===== config.mk =====
export PLATFORM = sky130hd
export DESIGN_NAME = relu_seq_ctrl_flat
export DESIGN_NICKNAME = d
export VERILOG_FILES = /design/src/rtl/relu_seq_ctrl_if.sv /design/src/rtl/relu_seq_ctrl.sv /design/src/flat_wrapper.sv
export SDC_FILE = /design/constraint.sdc
export NUM_CORES = 1
export LEC_CHECK = 0
export BUFFER_PORTS_ARGS = -buffer_cell sky130_fd_sc_hd__buf_4
export CAP_MARGIN = 20
export CORE_UTILIZATION = 49
export DETAILED_ROUTE_END_ITERATION = 8
export MAX_ROUTING_LAYER = met4
export PLACE_DENSITY = 0.78
export SKIP_LAST_GASP = 1
export SLEW_MARGIN = 30
export SYNTH_ARGS = -nofsm -noshare
export SYNTH_HDL_FRONTEND = slang
export SYNTH_SLANG_ARGS = --single-unit

===== constraint.sdc =====
create_clock -name clk -period 6.6 [get_ports clk]
set_input_delay 0.33 -clock clk [delete_from_list [all_inputs] [get_ports clk]]
set_output_delay 0.33 -clock clk [all_outputs]
set_load 0.02 [all_outputs]

===== src/rtl/relu_seq_ctrl_if.sv =====
// relu_seq_ctrl_if: bundles the layer-controller request/status signals and the
// buffer/ReLU strobes of relu_seq_ctrl. The master modport is the side that
// issues jobs and observes the strobes; the slave modport is the sequencer.
// Optional macro RELU_SEQ_CTRL_PERF_EN adds the perf_cycles counter output.
interface relu_seq_ctrl_if #(
    parameter int ADDR_WIDTH = 12,
    parameter int LEN_WIDTH  = ADDR_WIDTH + 1
);
    // Job request from the layer controller
    logic                  start;
    logic [ADDR_WIDTH-1:0] src_base;
    logic [ADDR_WIDTH-1:0] dst_base;
    logic [LEN_WIDTH-1:0]  len;
    logic                  hold;
    // Status back to the layer controller
    logic                  busy;
    logic                  done;
    // Source buffer read port, ReLU enable, destination buffer write port
    logic                  rd_en;
    logic [ADDR_WIDTH-1:0] rd_addr;
    logic                  relu_enable;
    logic                  wr_en;
    logic [ADDR_WIDTH-1:0] wr_addr;
    // Current FSM state, for debug and checkers
    logic [1:0]            state_dbg;
`ifdef RELU_SEQ_CTRL_PERF_EN
    logic [31:0]           perf_cycles;
`endif

    modport master (
`ifdef RELU_SEQ_CTRL_PERF_EN
        input  perf_cycles,
`endif
        output start, src_base, dst_base, len, hold,
        input  busy, done, rd_en, rd_addr, relu_enable, wr_en, wr_addr, state_dbg
    );

    modport slave (
`ifdef RELU_SEQ_CTRL_PERF_EN
        output perf_cycles,
`endif
        input  start, src_base, dst_base, len, hold,
        output busy, done, rd_en, rd_addr, relu_enable, wr_en, wr_addr, state_dbg
    );
endinterface


===== src/rtl/relu_seq_ctrl.sv =====
// relu_seq_ctrl: streams one tile from the source buffer through the ReLU unit
// into the destination buffer. Reads are issued from ISSUE, buffer data is valid
// one cycle later (ReLU enable), the registered ReLU result is written one cycle
// after that. The destination address rides with the valid bits so hold bubbles
// never misalign writes.
// Optional macro RELU_SEQ_CTRL_PERF_EN adds a 32-bit busy-cycle counter.
//
// Handshake: start is a request without a ready; it is taken only in a cycle
// where busy is low (IDLE), together with src_base/dst_base/len, and is ignored
// otherwise. done pulses for exactly one cycle when the job has fully drained,
// and busy stays high from the cycle after acceptance through the done cycle.
module relu_seq_ctrl #(
    parameter int ADDR_WIDTH = 12,
    parameter int LEN_WIDTH  = ADDR_WIDTH + 1
) (
    input logic           clk,
    input logic           rst,
    relu_seq_ctrl_if.slave bus
);
    localparam logic [1:0] S_IDLE  = 2'd0;
    localparam logic [1:0] S_ISSUE = 2'd1;
    localparam logic [1:0] S_DRAIN = 2'd2;
    localparam logic [1:0] S_DONE  = 2'd3;

    localparam logic [LEN_WIDTH-1:0] LEN_ONE = LEN_WIDTH'(1);

    logic [1:0]            state_q, state_d;
    logic [LEN_WIDTH-1:0]  i_q, i_d;
    logic [LEN_WIDTH-1:0]  len_q, len_d;
    logic [ADDR_WIDTH-1:0] src_q, src_d;
    logic [ADDR_WIDTH-1:0] dst_q, dst_d;
    // Stage 1: buffer data valid this cycle (ReLU enable)
    logic                  v1_q, v1_d;
    logic [ADDR_WIDTH-1:0] a1_q, a1_d;
    // Stage 2: ReLU output registered, write this cycle
    logic                  v2_q, v2_d;
    logic [ADDR_WIDTH-1:0] a2_q, a2_d;

    logic                  rd_en_c;
    logic [ADDR_WIDTH-1:0] rd_addr_c;

    // Next-state, issue and pipeline-advance logic
    always_comb begin
        state_d   = state_q;
        i_d       = i_q;
        len_d     = len_q;
        src_d     = src_q;
        dst_d     = dst_q;
        v1_d      = 1'b0;
        a1_d      = a1_q;
        v2_d      = v1_q;
        a2_d      = a1_q;
        rd_en_c   = 1'b0;
        rd_addr_c = '0;
        case (state_q)
            S_IDLE: begin
                if (bus.start) begin
                    if (bus.len == '0) begin
                        state_d = S_DONE;
                    end else begin
                        src_d   = bus.src_base;
                        dst_d   = bus.dst_base;
                        len_d   = bus.len;
                        i_d     = '0;
                        state_d = S_ISSUE;
                    end
                end
            end
            S_ISSUE: begin
                if (!bus.hold) begin
                    rd_en_c   = 1'b1;
                    rd_addr_c = src_q + i_q[ADDR_WIDTH-1:0];
                    v1_d      = 1'b1;
                    a1_d      = dst_q + i_q[ADDR_WIDTH-1:0];
                    i_d       = i_q + LEN_ONE;
                    if (i_q == len_q - LEN_ONE) begin
                        state_d = S_DRAIN;
                    end
                end
            end
            S_DRAIN: begin
                // No reads are issued here, so once stage 1 is empty both
                // stages are empty from the next cycle on: DONE starts then.
                if (!v1_q) begin
                    state_d = S_DONE;
                end
            end
            S_DONE: begin
                state_d = S_IDLE;
            end
            default: begin
                state_d = S_IDLE;
            end
        endcase
    end

    // State, job parameters and pipeline registers
    always_ff @(posedge clk) begin
        if (rst) begin
            state_q <= S_IDLE;
            i_q     <= '0;
            len_q   <= '0;
            src_q   <= '0;
            dst_q   <= '0;
            v1_q    <= 1'b0;
            a1_q    <= '0;
            v2_q    <= 1'b0;
            a2_q    <= '0;
        end else begin
            state_q <= state_d;
            i_q     <= i_d;
            len_q   <= len_d;
            src_q   <= src_d;
            dst_q   <= dst_d;
            v1_q    <= v1_d;
            a1_q    <= a1_d;
            v2_q    <= v2_d;
            a2_q    <= a2_d;
        end
    end

`ifdef RELU_SEQ_CTRL_PERF_EN
    logic [31:0] perf_q, perf_d;

    // Busy-cycle counter: cleared on acceptance, frozen while IDLE
    always_comb begin
        perf_d = perf_q;
        if (state_q == S_IDLE) begin
            if (bus.start) begin
                perf_d = '0;
            end
        end else begin
            perf_d = perf_q + 32'd1;
        end
    end

    // Counter register
    always_ff @(posedge clk) begin
        if (rst) begin
            perf_q <= '0;
        end else begin
            perf_q <= perf_d;
        end
    end

    assign bus.perf_cycles = perf_q;
`endif

    assign bus.busy        = (state_q != S_IDLE);
    assign bus.done        = (state_q == S_DONE);
    assign bus.rd_en       = rd_en_c;
    assign bus.rd_addr     = rd_addr_c;
    assign bus.relu_enable = v1_q;
    assign bus.wr_en       = v2_q;
    assign bus.wr_addr     = v2_q ? a2_q : '0;
    assign bus.state_dbg   = state_q;

endmodule


===== src/flat_wrapper.sv =====
// flat-port wrapper written by rule: the top's interface ports become plain ports
module relu_seq_ctrl_flat 
#(
    parameter int ADDR_WIDTH = 12,
    parameter int LEN_WIDTH  = ADDR_WIDTH + 1
)
  (clk, rst, bus_start, bus_src_base, bus_dst_base, bus_len, bus_hold, bus_busy, bus_done, bus_rd_en, bus_rd_addr, bus_relu_enable, bus_wr_en, bus_wr_addr, bus_state_dbg);
  relu_seq_ctrl_if #(.ADDR_WIDTH(ADDR_WIDTH), .LEN_WIDTH(LEN_WIDTH)) bus_i ();
  input logic clk;
  input logic rst;
  input wire logic [$bits(bus_i.start)-1:0] bus_start;
  input wire logic [$bits(bus_i.src_base)-1:0] bus_src_base;
  input wire logic [$bits(bus_i.dst_base)-1:0] bus_dst_base;
  input wire logic [$bits(bus_i.len)-1:0] bus_len;
  input wire logic [$bits(bus_i.hold)-1:0] bus_hold;
  output wire logic [$bits(bus_i.busy)-1:0] bus_busy;
  output wire logic [$bits(bus_i.done)-1:0] bus_done;
  output wire logic [$bits(bus_i.rd_en)-1:0] bus_rd_en;
  output wire logic [$bits(bus_i.rd_addr)-1:0] bus_rd_addr;
  output wire logic [$bits(bus_i.relu_enable)-1:0] bus_relu_enable;
  output wire logic [$bits(bus_i.wr_en)-1:0] bus_wr_en;
  output wire logic [$bits(bus_i.wr_addr)-1:0] bus_wr_addr;
  output wire logic [$bits(bus_i.state_dbg)-1:0] bus_state_dbg;
  assign bus_i.start = bus_start;
  assign bus_i.src_base = bus_src_base;
  assign bus_i.dst_base = bus_dst_base;
  assign bus_i.len = bus_len;
  assign bus_i.hold = bus_hold;
  assign bus_busy = bus_i.busy;
  assign bus_done = bus_i.done;
  assign bus_rd_en = bus_i.rd_en;
  assign bus_rd_addr = bus_i.rd_addr;
  assign bus_relu_enable = bus_i.relu_enable;
  assign bus_wr_en = bus_i.wr_en;
  assign bus_wr_addr = bus_i.wr_addr;
  assign bus_state_dbg = bus_i.state_dbg;
  relu_seq_ctrl #(.ADDR_WIDTH(ADDR_WIDTH), .LEN_WIDTH(LEN_WIDTH)) u_core (.clk(clk), .rst(rst), .bus(bus_i));
endmodule

==> flow_results.org <==
** Outcome
- The run finished with clean final reports.

** Power and ir drop
- VDD sags by at most 145.2 uV.
- Clock power share :: 26.0%
- Logic pwr share :: 34.3%
- Cell internal power was estimated by the tool at ~0.94 mW.
- PwrDens :: 284.8 mW/mm2
- Of the total power, the share spent switching nets is a little over a third.
- Total chip power :: 1.473 mW
- Sequential cells burn roughly two fifths of the power.
- Net switching power figure :: 0.5372 mW
- Pleak :: between 2 and 2.5 nW

** Worst setup path
- The number of cells on the worst reg-to-reg path is 9.
- On the critical path the largest part of the delay comes from compound AO/OA/AOI/OAI gates.
- At the worst endpoint, the required time is 6270 ps.
- The startpoint identified for the worst register-to-register timing path is u_core.len_q[0].
- Most frequent CP cell :: a21o_1
- R2R Path End :: u_core.bus.state_dbg[1]
- CP max stage cell :: a2111oi_0
- Worst Path Class, Setup :: reg -> out
- Data arrival time of the critical path :: 3100 ps
- Of all nets on the critical path, the largest fanout is 9.
- Counting both buffers and inverters, the worst setup path holds a total of 1.
- STA classifies the critical path startpoint as a flop.
- The signal on the critical path passes through ha_1, a21o_1, a21o_1, a2111oi_0, o21ai_0, a41oi_1, xnor2_1, nor2_1, buf_4.
- Critical path endpoint category :: output port
- CP peak stage delay :: between 500 and 600 ps
- The setup check on the worst reg-to-reg path leaves a slack of roughly 4000 ps.

** Logic synthesis
- Yosys top cell by area :: dfxtp_1
- In the synthesized netlist the dominant register cell turns out to be dfxtp_1.
- Synthesis handed over a netlist of 539 instances.
- Synth top area share :: 35.70%
- Sequential area share after synthesis :: approximately 36%
- The synthesized design contains 78 register bits.
- Syn Nets :: 611
- Library cell with the highest instance count after synthesis :: nand2_1
- Dividing the synthesized area by the synthesized cell count gives 8.115 um2.
- Total number of yosys warnings :: 0
- In the synthesized netlist, the cells that appear most often are 90 x nand2_1, 78 x dfxtp_1, 61 x a21oi_1.
- Number of unique standard cell types used by synthesis :: 59
- Most area-consuming cells after synthesis :: dfxtp_1 36%, ha_1 8.3%, nand2_1 7.7%, a21oi_1 7.0%, xnor2_1 4.4%
- Proportion of register bits with asynchronous set or reset after synthesis :: 0%
- Syn Std Cell Area :: around 0.0044 mm2
- Number of flops mapped to enable cells by yosys :: 0

** Timing
- The number of pins exceeding their max-slew limit in the final report is 0.
- Final count of hold timing violations :: 0
- On the final layout, the worst clock skew is 8.252 ps.
- After layout, the minimum clock period comes to around 3400 ps.
- Final setup fails :: 0
- After layout, the worst path uses 51.95% of the clock period.
- Setup repair after global routing left no endpoint under its margin.
- For the pin with the worst max-slew slack, the measured transition is roughly 710 ps.
- Worst hold margin :: 215.7 ps
- Adding up every negative setup slack in the final design gives 0 ps.
- Remaining max-slew budget at the tightest pin :: 52.46%
- Highest attainable clock frequency :: between 200 and 300 MHz

** GRT
- GRT Total Usage :: 24.18%
- Overall overflow remaining after global route :: 0
- The first global-routing pass estimated 16790 um of wire.
- The initial antenna violation count came to 0.
- The number of global-route vias before repair came to 3575.
- Pin count of the biggest net entering global routing :: 64

** Floorplan
- The die covers about 0.0093 mm2.
- Area of the placeable core :: 0.008678 mm2
- Effective utilization at floorplan :: 50.40%
- From left edge to right edge, the die measures 96.48 um.
- Vertical die dimension :: 96.48 um
- I/O pin cnt :: 72
- Standard-cell row count :: 34

** Drt
- Routed Antenna Nets :: 0
- Average vias per placed instance :: between 5 and 6
- Routed wire length :: 10260 um
- Overall via count from detail_route :: 3965
- Routed length per placed instance :: 14.45 um
- The pre-antenna-repair detailed-routing pass consisted of 5 iterations.
- In this run, the number of DRC markers left after iteration 0 of detailed routing was 169.
- Detailed-route DRC error count :: 0

** Placement
- Number of placed instances with taps included :: between 600 and 700
- After legalization and detailed placement, the total HPWL measured 7577 um.
- GPL Wtd Cong :: 0.9097
- # port buffers :: between 70 and 80

** CTS
- The H-tree was split into 3 levels.
- CTS tree :: built
- Maximum count of clock buffers along a single path :: 2
- The root buffer cell chosen for the clock tree is clkbuf_8.
- In this run the post-CTS setup repair buffer count came out at 0.
- Buffers inserted during clock tree synthesis total 9.
- Worst-Skew Late Latency :: 350 ps
- Number of gates resized after CTS :: 0
- Clock-pin slew was measured on the worst setup and hold paths at about 80 ps.
- # hold bufs at CTS :: 0
- CTS sink cnt :: 78

** Layout
- Relative to the synthesized area, the layout overhead comes to 18.22%.
- Post-layout util :: 59.59%
- In the final design database the tool counted 669 nets.
- The post-route netlist has between 10% and 20% of its cells at a drive strength greater than 1.
- Finished Layout Cells :: between 700 and 800
- The repair_antennas step left the layout with diodes totalling 0.

** Min path
- The worst hold path begins at bus_src_base[5].
- Counting instances, the worst hold path has a depth of 3.
- The path with the worst hold slack has its endpoint at u_core.src_q[5].
- Min-delay worst type :: in -> reg

** Flow run
- The tool flagged a number of max-cap violations equal to 0.
-- registers in the layout, summed over array words and instances (netlist names) --
signal,flops
u_core.src_q,12
u_core.i_q,13
u_core.bus.state_dbg,2
u_core.a1_q,12
u_core.len_q,13
u_core.dst_q,12
u_core.bus.wr_en,1
u_core.bus.relu_enable,1
u_core.a2_q,12
-- worst register-to-register path: cells and delay by family (launching register included) --
| family | cells | cell delay [ps] |
|---|---|---|
| xor gates and xnor gates | 1 | 120 |
| AOI/OAI and AO/OA | 4 | 1160 |
| buffers and inverters | 1 | 70 |
| and+or+nand+nor | 2 | 530 |
| adders and majority gates | 1 | 300 |
| DFF | 1 | 420 |
-- metal layers --
layer | GRT usage, % | vias to the layer above | share of wire (%)
met1 | 30.27 | 1861 | 44
met2 | 39.67 | 106 | 48
met4 | 8.578 | 0 | 2.1
met5 | - | - | 0
li1 | - | 1982 | -
met3 | 3.599 | 16 | 5.1
-- worst max-delay path by stage --
stage,cells after the start,start,slack (ps),endpoint
after global routing,9,u_core.i_q[1],2990,bus_rd_addr[11]
after global placement,9,u_core.i_q[1],3670,bus_rd_addr[11]
after CTS,9,u_core.i_q[1],3190,bus_rd_addr[11]
final,9,u_core.i_q[1],3170,bus_rd_addr[11]
after detailed placement,9,u_core.i_q[1],3580,bus_rd_addr[11]
after floorplan,8,u_core.i_q[0],3810,bus_rd_addr[8]
-- cell usage in the layout, fill, tap and decap left out, drive strengths merged, types with 3 or more instances in the layout --
cell type and instances:
a21o 14, a21oi 61, a22o 3, a22oi 3, a31oi 3, and2 15
and3 6, buf 74, clkbuf 12, dfxtp 78, ha 29, inv 22
nand2 90, nand3 16, nand3b 3, nand4 6, nor2 32, nor2b 16
nor3 9, nor3b 5, nor4 5, o211ai 5, o21ai 10, o21bai 3
o31ai 3, or3 5, xnor2 22, xor2 15
-- power by group through the flow --
stage / combinational, mW / clock, mW / sequential [mW]
2_1_floorplan: 0.370 / 0 / 0.583
3_3_place_gp: 0.493 / 0 / 0.592
3_5_place_dp: 0.500 / 0 / 0.596
4_1_cts: 0.505 / 0.389 / 0.585
5_1_grt: 0.563 / 0.415 / 0.594
6_report: 0.505 / 0.383 / 0.585
-- final cells by class --
type | instances | area (um2)
inverters | 21 | 78.83
repair buffers | 74 | 555.5
multi-input cells | 413 | 2624
well taps | 108 | 135.1
flip-flops and latches | 78 | 1562
clock inverters | 4 | 51.30
clock buffers | 12 | 165.2
fillers | 818 | 3507
-- metrics by stage --
stage	instance area (um2)	setup WS, ps
6_report	5171	3171
5_1_grt	5171	2986
4_1_cts	5171	3194
3_5_place_dp	4955	3581
3_3_place_gp	4955	3670
2_1_floorplan	4374	3810
-- logic make-up after synthesis --
logic type	after synthesis	synth area share (%)
fa+ha+maj	31	9.211
xor+xnor	37	7.408
mux	1	0.2574
compound gates	129	19.31
flops	78	35.70
buf+inv	48	4.319
simple gates	215	23.80
Power figures use the tool's default switching activity.
